## src/rtl/uart_pkg.sv

```systemverilog
// uart_pkg: shared UART state encodings, default clocking and character constants
package uart_pkg;

    localparam int DEF_CLK_FREQ  = 100_000_000;
    localparam int DEF_BAUD_RATE = 115200;

    localparam logic [7:0] CR    = 8'h0D;
    localparam logic [7:0] LF    = 8'h0A;
    localparam logic [7:0] SPACE = 8'h20;

    typedef enum logic [4:0] {
        S_IDLE   = 5'b00001,
        S_START  = 5'b00010,
        S_DATA   = 5'b00100,
        S_PARITY = 5'b01000,
        S_STOP   = 5'b10000
    } state_t;

endpackage

```

## src/rtl/uart_tx_if.sv

```systemverilog
// uart_tx_if: byte request/status handshake between a byte producer and uart_tx
//   master: drives tx_start, byte_to_send; observes tx, busy, end_of_byte
//   slave : the transmitter side
interface uart_tx_if;

    logic       tx_start;
    logic [7:0] byte_to_send;
    logic       tx;
    logic       busy;
    logic       end_of_byte;

    modport master (output tx_start, byte_to_send, input tx, busy, end_of_byte);
    modport slave  (input tx_start, byte_to_send, output tx, busy, end_of_byte);

endinterface

```

## src/rtl/uart_baud_tick.sv

```systemverilog
// uart_baud_tick: DIV-cycle bit timer with synchronous restart, one-cycle tick per bit
//   clk, reset : system clock, asynchronous active-high reset
//   restart    : zero the count so the next tick lands DIV cycles later
//   tick       : high in the last cycle of each DIV-cycle bit period
module uart_baud_tick #(
    parameter int DIV = 868
) (
    input  logic clk,
    input  logic reset,
    input  logic restart,
    output logic tick
);

    localparam int W = (DIV > 2) ? $clog2(DIV) : 1;

    logic [W-1:0] cnt_q, cnt_d;

    assign tick = (cnt_q == W'(DIV - 1));

    always_comb begin
        cnt_d = (restart || tick) ? '0 : cnt_q + W'(1);
    end

    always_ff @(posedge clk or posedge reset) begin
        if (reset) cnt_q <= '0;
        else       cnt_q <= cnt_d;
    end

endmodule

```

## src/rtl/uart_tx.sv

```systemverilog
// uart_tx: 8-bit serial transmitter, start + LSB-first data + optional parity + stop
//   clk, reset : system clock, asynchronous active-high reset
//   bus (slave): tx_start/byte_to_send request in; tx line, busy, end_of_byte pulse out
module uart_tx
    import uart_pkg::*;
#(
    parameter int CLK_FREQ   = DEF_CLK_FREQ,
    parameter int BAUD_RATE  = DEF_BAUD_RATE,
    parameter int PARITY_EN  = 0,
    parameter int PARITY_ODD = 0
) (
    input logic      clk,
    input logic      reset,
    uart_tx_if.slave bus
);

    localparam int DIV = CLK_FREQ / BAUD_RATE;

    if (DIV < 2) begin : g_bad_div
        $error("uart_tx: CLK_FREQ/BAUD_RATE must be at least 2");
    end

    state_t     state_q, state_d;
    logic [7:0] data_q, data_d;
    logic [2:0] bit_q, bit_d;
    logic       tx_q, tx_d;
    logic       restart;
    logic       tick;
    logic       eob;
    logic       parity;

    assign parity = (^data_q) ^ (PARITY_ODD != 0);

    uart_baud_tick #(.DIV(DIV)) u_tick (
        .clk     (clk),
        .reset   (reset),
        .restart (restart),
        .tick    (tick)
    );

    // tx_d is the value the line takes in the next bit, so tx stays a clean flop output
    always_comb begin
        state_d = state_q;
        data_d  = data_q;
        bit_d   = bit_q;
        tx_d    = tx_q;
        restart = 1'b0;
        eob     = 1'b0;
        unique case (state_q)
            S_IDLE: begin
                tx_d = 1'b1;
                if (bus.tx_start) begin
                    state_d = S_START;
                    data_d  = bus.byte_to_send;
                    bit_d   = '0;
                    tx_d    = 1'b0;
                    restart = 1'b1;
                end
            end
            S_START: begin
                if (tick) begin
                    state_d = S_DATA;
                    tx_d    = data_q[0];
                end
            end
            S_DATA: begin
                if (tick) begin
                    if (bit_q == 3'd7) begin
                        state_d = (PARITY_EN != 0) ? S_PARITY : S_STOP;
                        tx_d    = (PARITY_EN != 0) ? parity : 1'b1;
                    end else begin
                        bit_d = bit_q + 3'd1;
                        tx_d  = data_q[bit_d];
                    end
                end
            end
            S_PARITY: begin
                if (tick) begin
                    state_d = S_STOP;
                    tx_d    = 1'b1;
                end
            end
            S_STOP: begin
                if (tick) begin
                    state_d = S_IDLE;
                    eob     = 1'b1;
                end
            end
            default: begin
                state_d = S_IDLE;
                tx_d    = 1'b1;
            end
        endcase
    end

    always_ff @(posedge clk or posedge reset) begin
        if (reset) begin
            state_q <= S_IDLE;
            data_q  <= '0;
            bit_q   <= '0;
            tx_q    <= 1'b1;
        end else begin
            state_q <= state_d;
            data_q  <= data_d;
            bit_q   <= bit_d;
            tx_q    <= tx_d;
        end
    end

    assign bus.tx          = tx_q;
    assign bus.busy        = (state_q != S_IDLE);
    assign bus.end_of_byte = eob;

endmodule

```

## src/flat_wrapper.sv

```systemverilog
// flat-port wrapper written by rule: the top's interface ports become plain ports
module uart_tx_flat import uart_pkg::*;
#(
    parameter int CLK_FREQ   = DEF_CLK_FREQ,
    parameter int BAUD_RATE  = DEF_BAUD_RATE,
    parameter int PARITY_EN  = 0,
    parameter int PARITY_ODD = 0
)
  (clk, reset, bus_tx_start, bus_byte_to_send, bus_tx, bus_busy, bus_end_of_byte);
  uart_tx_if bus_i ();
  input logic clk;
  input logic reset;
  input wire logic [$bits(bus_i.tx_start)-1:0] bus_tx_start;
  input wire logic [$bits(bus_i.byte_to_send)-1:0] bus_byte_to_send;
  output wire logic [$bits(bus_i.tx)-1:0] bus_tx;
  output wire logic [$bits(bus_i.busy)-1:0] bus_busy;
  output wire logic [$bits(bus_i.end_of_byte)-1:0] bus_end_of_byte;
  assign bus_i.tx_start = bus_tx_start;
  assign bus_i.byte_to_send = bus_byte_to_send;
  assign bus_tx = bus_i.tx;
  assign bus_busy = bus_i.busy;
  assign bus_end_of_byte = bus_i.end_of_byte;
  uart_tx #(.CLK_FREQ(CLK_FREQ), .BAUD_RATE(BAUD_RATE), .PARITY_EN(PARITY_EN), .PARITY_ODD(PARITY_ODD)) u_core (.clk(clk), .reset(reset), .bus(bus_i));
endmodule
```

## config.mk

```make
export PLATFORM = sky130hd
export DESIGN_NAME = uart_tx_flat
export DESIGN_NICKNAME = d
export VERILOG_FILES = /design/src/rtl/uart_pkg.sv /design/src/rtl/uart_tx_if.sv /design/src/rtl/uart_baud_tick.sv /design/src/rtl/uart_tx.sv /design/src/flat_wrapper.sv
export SDC_FILE = /design/constraint.sdc
export NUM_CORES = 1
export LEC_CHECK = 0
export ABC_CLOCK_PERIOD_IN_PS = 1850
export BUFFER_PORTS_ARGS = -buffer_cell sky130_fd_sc_hd__buf_2
export CORE_ASPECT_RATIO = 0.9
export CORE_MARGIN = 2
export CORE_UTILIZATION = 51
export CTS_CLUSTER_SIZE = 40
export DETAILED_ROUTE_END_ITERATION = 16
export PLACE_DENSITY_LB_ADDON = 0.08
export SKIP_CTS_REPAIR_TIMING = 1
export SLEW_MARGIN = 40
export SYNTH_ARGS = -nofsm -noshare
export SYNTH_HDL_FRONTEND = slang
export SYNTH_SLANG_ARGS = --single-unit
```

## constraint.sdc

```tcl
create_clock -name clk -period 1.85 [get_ports clk]
set_input_delay 0.37 -clock clk [delete_from_list [all_inputs] [get_ports clk]]
set_output_delay 0.37 -clock clk [all_outputs]
set_load 0.02 [all_outputs]
```

==> metrics.cfg <==
[floorplanning]
io_pins = 14
chipWidth_um = 58.69
core_um2 = 2510
start_util_pct = 54.69
die_y_um = 53.22
core.rowCount = 17
die_area_um2 = 3123

[setup_path]
critical_path.endpoint_type = output pin
critPathRequiredTime_ns = 1.48
r2r_start = u_core.bit_q[1]$_DFFE_PP0P_
crit_fanout = 4
critPathKind = register to output pin
crit_arrival_ns = 1.54
critPathLaunch = u_core.u_tick.cnt_q[1]$_DFF_PP0_
startpoint_type = register

[detailed_routing]
ant_nets = 0
drt_iter0_drc = 20
vias = 1063
drt-vias-per-instance = 5.451
drc = 0
drt_first_pass_iters = 4
routed_wl_mm = 2.614
routedWlPerCell_um = 13.41

[cts]
path_clk_slew_ns = 0.16
htree_levels = 1
cts_sinks = 26
numCtsBuffers = 3
clkLatencyLatePin_ns = 0.33
cts_root_buf = clkbuf_4
cts_tree = built
clock_path_buffers = 2

[synth]
avgSynthCellArea_um2 = 9.875
syn_area_um2 = 1373
syn_inst = 139
syn-num-nets = 153
synth_seq_area_share_pct = 47.58
yosysTopAreaCell = dfrtp_1
async_reset_ff_share_pct = 100.0
yosys_warnings = 0
ys.flop_type = dfrtp_1
synth_area_leaders = dfrtp_1 44%, nand2_1 8.5%, nor2_1 4.1%
synth_edf_count = 0
synth_top_area_share_pct = 43.76
yosys_register_bits = 26
synth_cell_types = 38

[placement]
placed_area_um2 = 1518
place_congestion = 0.8185
place_ws_ns = -0.03242
port_buffers = 13
dp_hpwl_mm = 1.907
placedCellCount = 185

[global_routing]
antenna_found_initial = 0
grt_pass1_vias = 1046
grt_use_met3_pct = 4.645
grt_pass1_wl_mm = 4.588
grtUsageMet1_pct = 24.96
grt.met2_usage_pct = 32.58
grt_use_total_pct = 19.52
globalRouteOverflowTotal = 0
busiest_layer = met2
grt_max_degree = 27

[sta]
fin_crit_sh_pct = 103.4
hold_viol_final = 0
worst_pin_slew_ns = 0.3255
timing.final.setup_violations = 1
setup_tns_ns = -0.06365
fin_skew_ns = 0.02101
min_period_ns = 1.914
whs_ns = 0.07137
clock.fmax_ghz = 0.5226
setup_ws_ns = -0.06365
slew_violations = 0
rsz0062_at_grt = true
relSlewSlack_pct = 78.30

[finish]
drive_gt1_share_pct = 30.54
postLayoutCoreUtil_pct = 64.31
final_area_um2 = 1614
area_delta_synth_final_pct = 17.59
nNetsFinal = 182
fin_cells = 195
diodes = 0
fillers = 214

[job]
max_cap_viol_count = 0

[power]
intPower_mw = 1.406
power.density_nw_per_um2 = 1441
pwr-share-clk_pct = 11.1
peakVddDrop_mv = 0.8657
power_mw = 2.325
p_sw_mw = 0.9194
p_seq_share_pct = 41.1
leakagePower_nw = 0.7788
p_sw_share_pct = 39.54
p_comb_share_pct = 47.8

[hold_path]
min_path_type = primary input to asynchronous set/reset pin

[status]
violations = setup timing
status = complete, but fails checks

-- final timing paths --
check,end,slack [ns],cells after the start
worst max-delay path,bus_end_of_byte,-0.06,5
worst min-delay path,u_core.u_tick.cnt_q[1]$_DFF_PP0_,0.07,3
worst max register to register,u_core.state_q[4]$_DFFE_PP0P_,0.01,7
worst min register to register,u_core.data_q[5]$_DFFE_PP0P_,0.50,2
max in group asynchronous,u_core.bus.tx$_DFFE_PP1P_,1.49,3
min in group clk,u_core.data_q[6]$_DFFE_PP0P_,0.22,3
-- metal layers --
layer / vias up / share of wire (%)
met5: - / 0
met4: 0 / 1.5
met3: 5 / 2.3
met2: 13 / 45
met1: 517 / 51
li1: 528 / -
-- critical path, cell delays in order, from the launching register on --
cell	delay, ns
dfrtp_1	0.39
ha_2	0.18
and4b_4	0.23
nand4_4	0.12
nor3_2	0.12
buf_4	0.16
-- layout make-up --
type	instances	area (µm²)	area share, %
tap	28	35.03	2.171
timing repair buffer	29	187.7	11.63
inverter	5	18.77	1.163
clock buffer	4	26.28	1.628
multi-input combinational	103	693.2	42.95
sequential	26	653.1	40.47
-- cells in the final DEF (no fill, tap or decap), types with 3 or more instances in the layout --
| master | count |
|---|---|
| nand2_1 | 31 |
| dfrtp_1 | 24 |
| buf_4 | 17 |
| nor2_1 | 14 |
| buf_2 | 12 |
| nand3_1 | 6 |
| a21oi_1 | 5 |
| xnor2_1 | 5 |
| mux2i_1 | 4 |
| inv_1 | 4 |
| xor2_1 | 4 |
| clkbuf_4 | 3 |
-- sequential cells by signal, summed over array words and instances, names as in the netlist --
name / count
u_core.bit_q: 3
u_core.bus.tx: 1
u_core.data_q: 8
u_core.state_q: 4
u_core.u_tick.cnt_q: 10
-- synth_stat cells (all sizes together) (3+ instances only) --
library cell and n:
dfrtp 24, a21oi 5, nand2 31, ha 3, nor3 4, nand3 6
mux2 3, buf 4, nor2 16, inv 4, xnor2 5, xor2 4
mux2i 4
-- power by group through the flow --
stage	Clock (mW)	Combinational, mW	Sequential [mW]
2_1_floorplan	0	0.802	0.919
3_3_place_gp	0	0.970	0.985
3_5_place_dp	0	0.997	0.988
4_1_cts	0.261	1.00	0.976
5_1_grt	0.279	1.24	0.982
6_report	0.258	1.11	0.955
-- cell families (layout without fill, tap and decap cells) --
family / Yosys count / after routing / synth area share, %
and+or+nand+nor: 68 / 68 / 24.52
DFF: 26 / 26 / 47.58
AOI/OAI and AO/OA: 15 / 15 / 8.113
buffers and inverters: 10 / 38 / 3.737
xor gates and xnor gates: 9 / 9 / 5.743
muxes: 8 / 8 / 7.566
adders and majority gates: 3 / 3 / 2.735
Note: power is estimated with default switching activity, not from simulation.
